<file path="config.mk">
export PLATFORM = sky130hd
export DESIGN_NAME = uart_mutex_arb
export DESIGN_NICKNAME = d
export VERILOG_FILES = /design/src/rtl/uart_mutex_arb_pkg.sv /design/src/rtl/uart_mutex_arb_picker.sv /design/src/rtl/uart_mutex_arb.sv
export SDC_FILE = /design/constraint.sdc
export NUM_CORES = 1
export LEC_CHECK = 0
export CORE_UTILIZATION = 38
export DETAILED_ROUTE_END_ITERATION = 7
export PLACE_DENSITY = 0.77
export SETUP_SLACK_MARGIN = 0.5
export SKIP_LAST_GASP = 1
export SLEW_MARGIN = 40
export SYNTH_ARGS = -nofsm -noshare
export SYNTH_HDL_FRONTEND = slang
export SYNTH_SLANG_ARGS = --single-unit
</file>
<file path="constraint.sdc">
create_clock -name CLK -period 12.76 [get_ports CLK]
set_clock_uncertainty 0.2 [all_clocks]
set_input_delay 3.19 -clock CLK [delete_from_list [all_inputs] [get_ports CLK]]
set_output_delay 3.19 -clock CLK [all_outputs]
set_load 0.1 [all_outputs]
</file>
<file path="src/rtl/uart_mutex_arb_pkg.sv">
// Shared constants, state encoding and op-word decoding for the N-node UART mutex.
package uart_mutex_pkg;

    localparam logic [15:0] START_BASE   = 16'hFBFF;
    localparam logic [15:0] STOP_WORD    = 16'hFB00;
    localparam logic [7:0]  IRQ_BYTE_DEF = 8'h4E;

    typedef enum logic {
        IDLE,
        LOCKED
    } state_t;

    // Returns the request priority (1..15), or 0 when the word is not a request.
    function automatic logic [3:0] is_request(input logic [15:0] w);
        logic [15:0] p;
        p = w ^ START_BASE;
        is_request = (p[15:4] == 12'd0) ? p[3:0] : 4'd0;
    endfunction

endpackage

</file>
<file path="src/rtl/uart_mutex_arb_picker.sv">
// Combinational arbiter: highest request priority wins, ties broken round-robin from i_rr.
module prio_rr_picker
    import uart_mutex_pkg::*;
#(
    parameter int N_NODES = 4
) (
    input  logic [16*N_NODES-1:0] i_op,
    input  logic [2:0]            i_rr,
    output logic                  o_valid,
    output logic [2:0]            o_idx
);

    localparam int IW = (N_NODES > 1) ? $clog2(N_NODES) : 1;

    logic [3:0] w_prio [N_NODES];
    logic [3:0] w_max;
    logic [3:0] w_j;
    logic       w_found;

    for (genvar g = 0; g < N_NODES; g++) begin : g_prio
        assign w_prio[g] = is_request(i_op[16*g +: 16]);
    end

    always_comb begin
        w_max   = 4'd0;
        w_j     = 4'd0;
        w_found = 1'b0;
        o_idx   = 3'd0;
        for (int i = 0; i < N_NODES; i++) begin
            if (w_prio[i] > w_max) w_max = w_prio[i];
        end
        o_valid = (w_max != 4'd0);
        // Scan cyclically starting at the round-robin pointer; first max-priority hit wins.
        for (int k = 0; k < N_NODES; k++) begin
            w_j = 4'(i_rr) + 4'(k);
            if (w_j >= 4'(N_NODES)) w_j = w_j - 4'(N_NODES);
            if (!w_found && o_valid && (w_prio[w_j[IW-1:0]] == w_max)) begin
                w_found = 1'b1;
                o_idx   = 3'(w_j);
            end
        end
    end

endmodule

</file>
<file path="src/rtl/uart_mutex_arb.sv">
// N-node UART mutex: grants the shared UART driver to one node, with IRQ-forced grant and idle watchdog.
module uart_mutex_arb
    import uart_mutex_pkg::*;
#(
    parameter int          N_NODES  = 4,
    parameter int          TIMEOUT  = 1024,
    parameter logic [7:0]  IRQ_BYTE = IRQ_BYTE_DEF
) (
    input  logic                  CLK,
    input  logic                  RST,
    input  logic [16*N_NODES-1:0] in_op,
    input  logic [7:0]            in_peripheral,
    input  logic                  in_irq_req,
    input  logic [2:0]            in_irq_node,
    output logic [7:0]            out_peripheral,
    output logic [15:0]           out_node,
    output logic                  rst_sig,
    output logic [N_NODES-1:0]    out_irq,
    output logic                  lock_valid,
    output logic [2:0]            lock_owner,
    output logic                  timeout_pulse
);

    localparam int CW = (TIMEOUT > 0) ? $clog2(TIMEOUT + 1) : 1;

    state_t             r_state, w_nstate;
    logic [2:0]         r_owner, w_nowner;
    logic [2:0]         r_rr, w_nrr;
    logic [CW-1:0]      r_wd, w_nwd;
    logic [7:0]         r_per, w_nper;
    logic [15:0]        r_node, w_nnode;
    logic [N_NODES-1:0] r_irq, w_nirq;
    logic               r_to, w_nto;
    logic               r_rst_sig, r_lock;

    logic [15:0]        w_word;
    logic               w_irq_ok;
    logic               w_pick_vld;
    logic [2:0]         w_pick_idx;

    prio_rr_picker #(.N_NODES(N_NODES)) u_picker (
        .i_op    (in_op),
        .i_rr    (r_rr),
        .o_valid (w_pick_vld),
        .o_idx   (w_pick_idx)
    );

    assign w_word   = 16'(in_op >> (16 * r_owner));
    assign w_irq_ok = in_irq_req && (32'(in_irq_node) < N_NODES);

    always_comb begin
        w_nstate = r_state;
        w_nowner = r_owner;
        w_nrr    = r_rr;
        w_nwd    = r_wd;
        w_nper   = r_per;
        w_nnode  = r_node;
        w_nirq   = '0;
        w_nto    = 1'b0;
        case (r_state)
            IDLE: begin
                w_nper   = 8'd0;
                w_nnode  = 16'd0;
                w_nwd    = '0;
                w_nowner = 3'd0;
                if (w_irq_ok || w_pick_vld) begin
                    w_nstate = LOCKED;
                    w_nowner = w_irq_ok ? in_irq_node : w_pick_idx;
                    w_nrr    = (w_nowner == 3'(N_NODES - 1)) ? 3'd0 : w_nowner + 3'd1;
                end
            end
            LOCKED: begin
                if (w_word == STOP_WORD) begin
                    w_nstate = IDLE;
                    w_nowner = 3'd0;
                    w_nper   = 8'd0;
                    w_nnode  = 16'd0;
                    w_nwd    = '0;
                end else if (is_request(w_word) != 4'd0) begin
                    w_nper  = 8'd0;
                    w_nnode = 16'd0;
                    w_nwd   = '0;
                end else if (w_word != 16'd0) begin
                    w_nper  = w_word[7:0];
                    w_nnode = {8'(r_owner) + 8'd1, in_peripheral};
                    w_nirq  = N_NODES'(in_peripheral == IRQ_BYTE) << r_owner;
                    w_nwd   = '0;
                end else if ((TIMEOUT != 0) && (r_wd == CW'(TIMEOUT - 1))) begin
                    // Owner has been silent too long: drop the lock so others can proceed.
                    w_nstate = IDLE;
                    w_nowner = 3'd0;
                    w_nper   = 8'd0;
                    w_nnode  = 16'd0;
                    w_nwd    = '0;
                    w_nto    = 1'b1;
                end else if (r_wd != '1) begin
                    w_nwd = r_wd + 1'b1;
                end
            end
            default: w_nstate = IDLE;
        endcase
    end

    always_ff @(posedge CLK or posedge RST) begin
        if (RST) begin
            r_state   <= IDLE;
            r_owner   <= 3'd0;
            r_rr      <= 3'd0;
            r_wd      <= '0;
            r_per     <= 8'd0;
            r_node    <= 16'd0;
            r_irq     <= '0;
            r_to      <= 1'b0;
            r_rst_sig <= 1'b1;
            r_lock    <= 1'b0;
        end else begin
            r_state   <= w_nstate;
            r_owner   <= w_nowner;
            r_rr      <= w_nrr;
            r_wd      <= w_nwd;
            r_per     <= w_nper;
            r_node    <= w_nnode;
            r_irq     <= w_nirq;
            r_to      <= w_nto;
            r_rst_sig <= (w_nstate == LOCKED);
            r_lock    <= (w_nstate == LOCKED);
        end
    end

    assign out_peripheral = r_per;
    assign out_node       = r_node;
    assign rst_sig        = r_rst_sig;
    assign out_irq        = r_irq;
    assign lock_valid     = r_lock;
    assign lock_owner     = r_owner;
    assign timeout_pulse  = r_to;

endmodule
</file>
==> impl_metrics.env <==
export IMPL_outcome="complete, no violations"
export IMPL_slowest_delay_ns=0.69
export IMPL_critPathSlowestCell="nor4_2"
export IMPL_post_cts_resized=0
export IMPL_hold_depth=2
export IMPL_grt_pass1_wl_mm=21.5
export IMPL_wl_per_cell_um=18.9
export IMPL_timing_fmax_mhz=87.4
export IMPL_cp_end_kind="flip-flop"
export IMPL_grt_ovfl_total=0
export IMPL_synth_seq_area_share_pct=25.5
export IMPL_cts_htree_levels=2
export IMPL_criticalPathCategory="primary input to flip-flop"
export IMPL_fin_ws_ns=1.32
export IMPL_clock_power_share_pct=21.0
export IMPL_comb_power_share_pct=49.6
export IMPL_switchingPower_mw=0.287
export IMPL_layout_worst_path_cycle_share_pct=89.7
export IMPL_ant_nets=0
export IMPL_area_delta_synth_final_pct=29.1
export IMPL_tns_ns=0
export IMPL_reg2reg_depth=14
export IMPL_timing_rr_end="r_rr[2]"
export IMPL_grt_max_degree=45
export IMPL_seqPwrFrac_pct=29.5
export IMPL_ys_warnings_count=0
export IMPL_rsz0062_at_grt="false"
export IMPL_crit_top_cell="ha_1"
export IMPL_cp_startpoint="in_op[28]"
export IMPL_grt_pass1_vias=4236
export IMPL_netSwitchingFraction_pct=46.0
export IMPL_synth_edff_count=0
export IMPL_place_area_sq_um=5430
export IMPL_dr_total_vias=4205
export IMPL_cts_hold_buf=0
export IMPL_r2r_setup_slack_ns=7.83
export IMPL_cts_buffer_depth=2
export IMPL_cts_buffers=5
export IMPL_maxSlewHeadroom_pct=50.0
export IMPL_gp_congestion=0.971
export IMPL_drt_iter0_drc=306
export IMPL_design_core_area_sq_um=11000
export IMPL_final_fill_count=993
export IMPL_cp_arrival_ns=11.41
export IMPL_fp_row_count=38
export IMPL_r2r_start="r_rr[1]"
export IMPL_drt_total_wl_mm=13.3
export IMPL_async_reset_ff_share_pct=100
export IMPL_cts_sinks=44
export IMPL_start_kind="primary input"
export IMPL_worst_slew_pin_slew_ns=0.744
export IMPL_cts_tree="yes"
export IMPL_clk_latency_ns=0.28
export IMPL_insertedDiodeCount=0
export IMPL_fin_cells=703
export IMPL_regArea_sq_um=1100
export IMPL_slew_viol_final=0
export IMPL_antenna_found_initial=0
export IMPL_finalCriticalPeriod_ns=11.44
export IMPL_synthCells=458
export IMPL_p_int_mw=0.337
export IMPL_preCtsSetupSlack_ns=1.07
export IMPL_setup_violations=0
export IMPL_hold_path_startpoint="out_peripheral[2]"
export IMPL_drc_errors=0
export IMPL_io_buffers=107
export IMPL_path_clk_slew_ns=0.05
export IMPL_cellPowerDensity_nw_per_um2=112
export IMPL_yosys_cell_types_count=77
export IMPL_die_h_um=109
export IMPL_hold_class="flip-flop to flip-flop"
export IMPL_multi_input_area_sq_um=3080
export IMPL_min_to="out_peripheral[2]"
export IMPL_dr_pass1_iters=5
export IMPL_grt_usage_pct=23.1
export IMPL_place_inst=695
export IMPL_p_leak_nw=2.25
export IMPL_drive_gt1_share_pct=20.1
export IMPL_via_per_inst=5.98
export IMPL_nets=656
export IMPL_final_area_sq_um=5590
export IMPL_peakVddDrop_mv=0.127
export IMPL_ioPinCount=112
export IMPL_die_w_um=109
export IMPL_cap_violations=0
export IMPL_syn_area_sq_um=4330
export IMPL_clock_root_buffer="clkbuf_16"
export IMPL_ys_flop_type="dfrtp_1"
export IMPL_synth_area_per_cell_sq_um=9.46
export IMPL_start_util_pct=39.4
export IMPL_required_ns=12.73
export IMPL_dieArea_sq_um=11800
export IMPL_hpwl_mm=10.6
export IMPL_hold_violations=0
export IMPL_synth_seq_cells=44
export IMPL_post_cts_buffers=0
export IMPL_crit_fanout=9
## metal layers
metal  vias up  track usage (%)  share of wire, %
met2       187             41.0                50
met3        27             2.93               6.6
met4         0             7.34               2.5
li1       1960                -                 -
met1      2031             29.1                40
met5         -                0                 0
## layout by cell type, fill, tap and decap left out, types with 3 or more instances in the layout
cell type	n
buf_2	30
a21oi_1	15
nand4_1	11
o211a_1	3
and3_1	8
mux2_2	3
nand4_2	4
nor3_1	13
o211ai_1	3
nand3_1	13
dfrtp_1	41
buf_4	10
conb_1	4
ha_1	16
nor4_1	9
o21ai_0	12
a31oi_1	5
nor4_4	3
inv_1	20
o31ai_1	8
xor2_1	13
xnor2_1	19
nor4_2	9
nor2_1	32
nor2b_1	3
o21ai_1	4
a22o_1	13
and2_1	9
mux2i_1	13
clkdlybuf4s50_1	77
clkbuf_16	5
nand2_1	44
mux4_2	20
a211oi_1	11
## sequential cells by signal, summed over array words and instances (netlist names)
register / flops
out_irq: 4
out_node: 12
timeout_pulse: 1
r_rr: 3
r_wd: 11
lock_valid: 1
out_peripheral: 8
rst_sig: 1
lock_owner: 3
## synth_stat cells (all sizes together), types with 2 or more instances
| library cell | count | area, sq um |
|---|---|---|
| nand4b | 4 | 56.3 |
| or2 | 2 | 12.5 |
| a32o | 2 | 20.0 |
| o211ai | 4 | 35.0 |
| or3 | 2 | 12.5 |
| inv | 20 | 75.1 |
| nor3 | 15 | 91.3 |
| clkbuf | 15 | 56.3 |
| mux2i | 13 | 130 |
| nand2 | 44 | 165 |
| o21ai | 17 | 88.8 |
| nor2b | 3 | 18.8 |
| nor2 | 33 | 126 |
| nand2b | 2 | 12.5 |
| and2 | 10 | 62.6 |
| nand3 | 13 | 65.1 |
| a21oi | 16 | 91.3 |
| nor3b | 2 | 15.0 |
| mux2 | 3 | 33.8 |
| a211oi | 14 | 123 |
| a22o | 13 | 114 |
| dfrtp | 43 | 1080 |
| o211a | 3 | 30.0 |
| buf | 8 | 48.8 |
| o21a | 2 | 15.0 |
| o31ai | 9 | 72.6 |
| a31oi | 8 | 77.6 |
| a22oi | 2 | 15.0 |
| a2111oi | 2 | 55.1 |
| ha | 16 | 200 |
| xnor2 | 19 | 166 |
| nand4 | 15 | 119 |
| xor2 | 13 | 114 |
| or4 | 3 | 26.3 |
| and3 | 8 | 50.1 |
| nor4 | 21 | 214 |
| mux4 | 20 | 450 |
## worst max path at each step
stage / end / slack, ns / depth (start not counted)
floorplan: r_rr[2] / 2.54 / 29
global placement: r_rr[2] / 1.46 / 29
detailed placement: r_rr[2] / 1.07 / 29
CTS: r_rr[2] / 1.35 / 29
global route: r_rr[2] / 0.76 / 29
finish: r_rr[2] / 1.32 / 28
## cell type report
class	count	area share, %
Tap cell	140	3.13
Inverter	21	1.43
Timing Repair Buffer	117	17.8
Sequential cell	44	19.8
Clock buffer	8	2.80
Multi-Input combinational cell	373	55.1
## power groups by stage
stage / combinational (mW) / clock, mW / sequential (mW)
after floorplan: 0.155 / 0 / 0.257
after global placement: 0.312 / 0 / 0.184
after detailed placement: 0.306 / 0 / 0.184
after CTS: 0.307 / 0.134 / 0.182
after global routing: 0.327 / 0.141 / 0.187
final: 0.309 / 0.131 / 0.184
## critical path, delay by kind of cell
kind	cells	cell delay [ns]
adders and majority gates	4	1.20
xor gates and xnor gates	1	0.10
and+or+nand+nor	10	2.44
AOI/OAI and AO/OA	10	3.57
buffers and inverters	2	0.62
muxes	1	0.27
## cells by family (layout without fill, tap and decap cells)
group,Yosys count,in the layout,share of synthesized area (%)
compound gates,102,102,19.3
xor+xnor,32,32,6.47
fa+ha+maj,16,16,4.62
buf+inv,44,146,4.28
flops,44,44,25.5
mux,36,36,14.2
other cells,1,4,0.0866
simple gates,183,183,25.6
## metrics by stage
step	hold slack (ns)	util [%]	total power [mW]
detailed placement	0.277	49.4	0.490
global route	0.315	50.9	0.655
global placement	0.264	50.7	0.496
floorplan	0.243	-	0.412
CTS	0.288	50.8	0.623
finish	0.280	50.9	0.624
(Power assumes the default switching activity.)
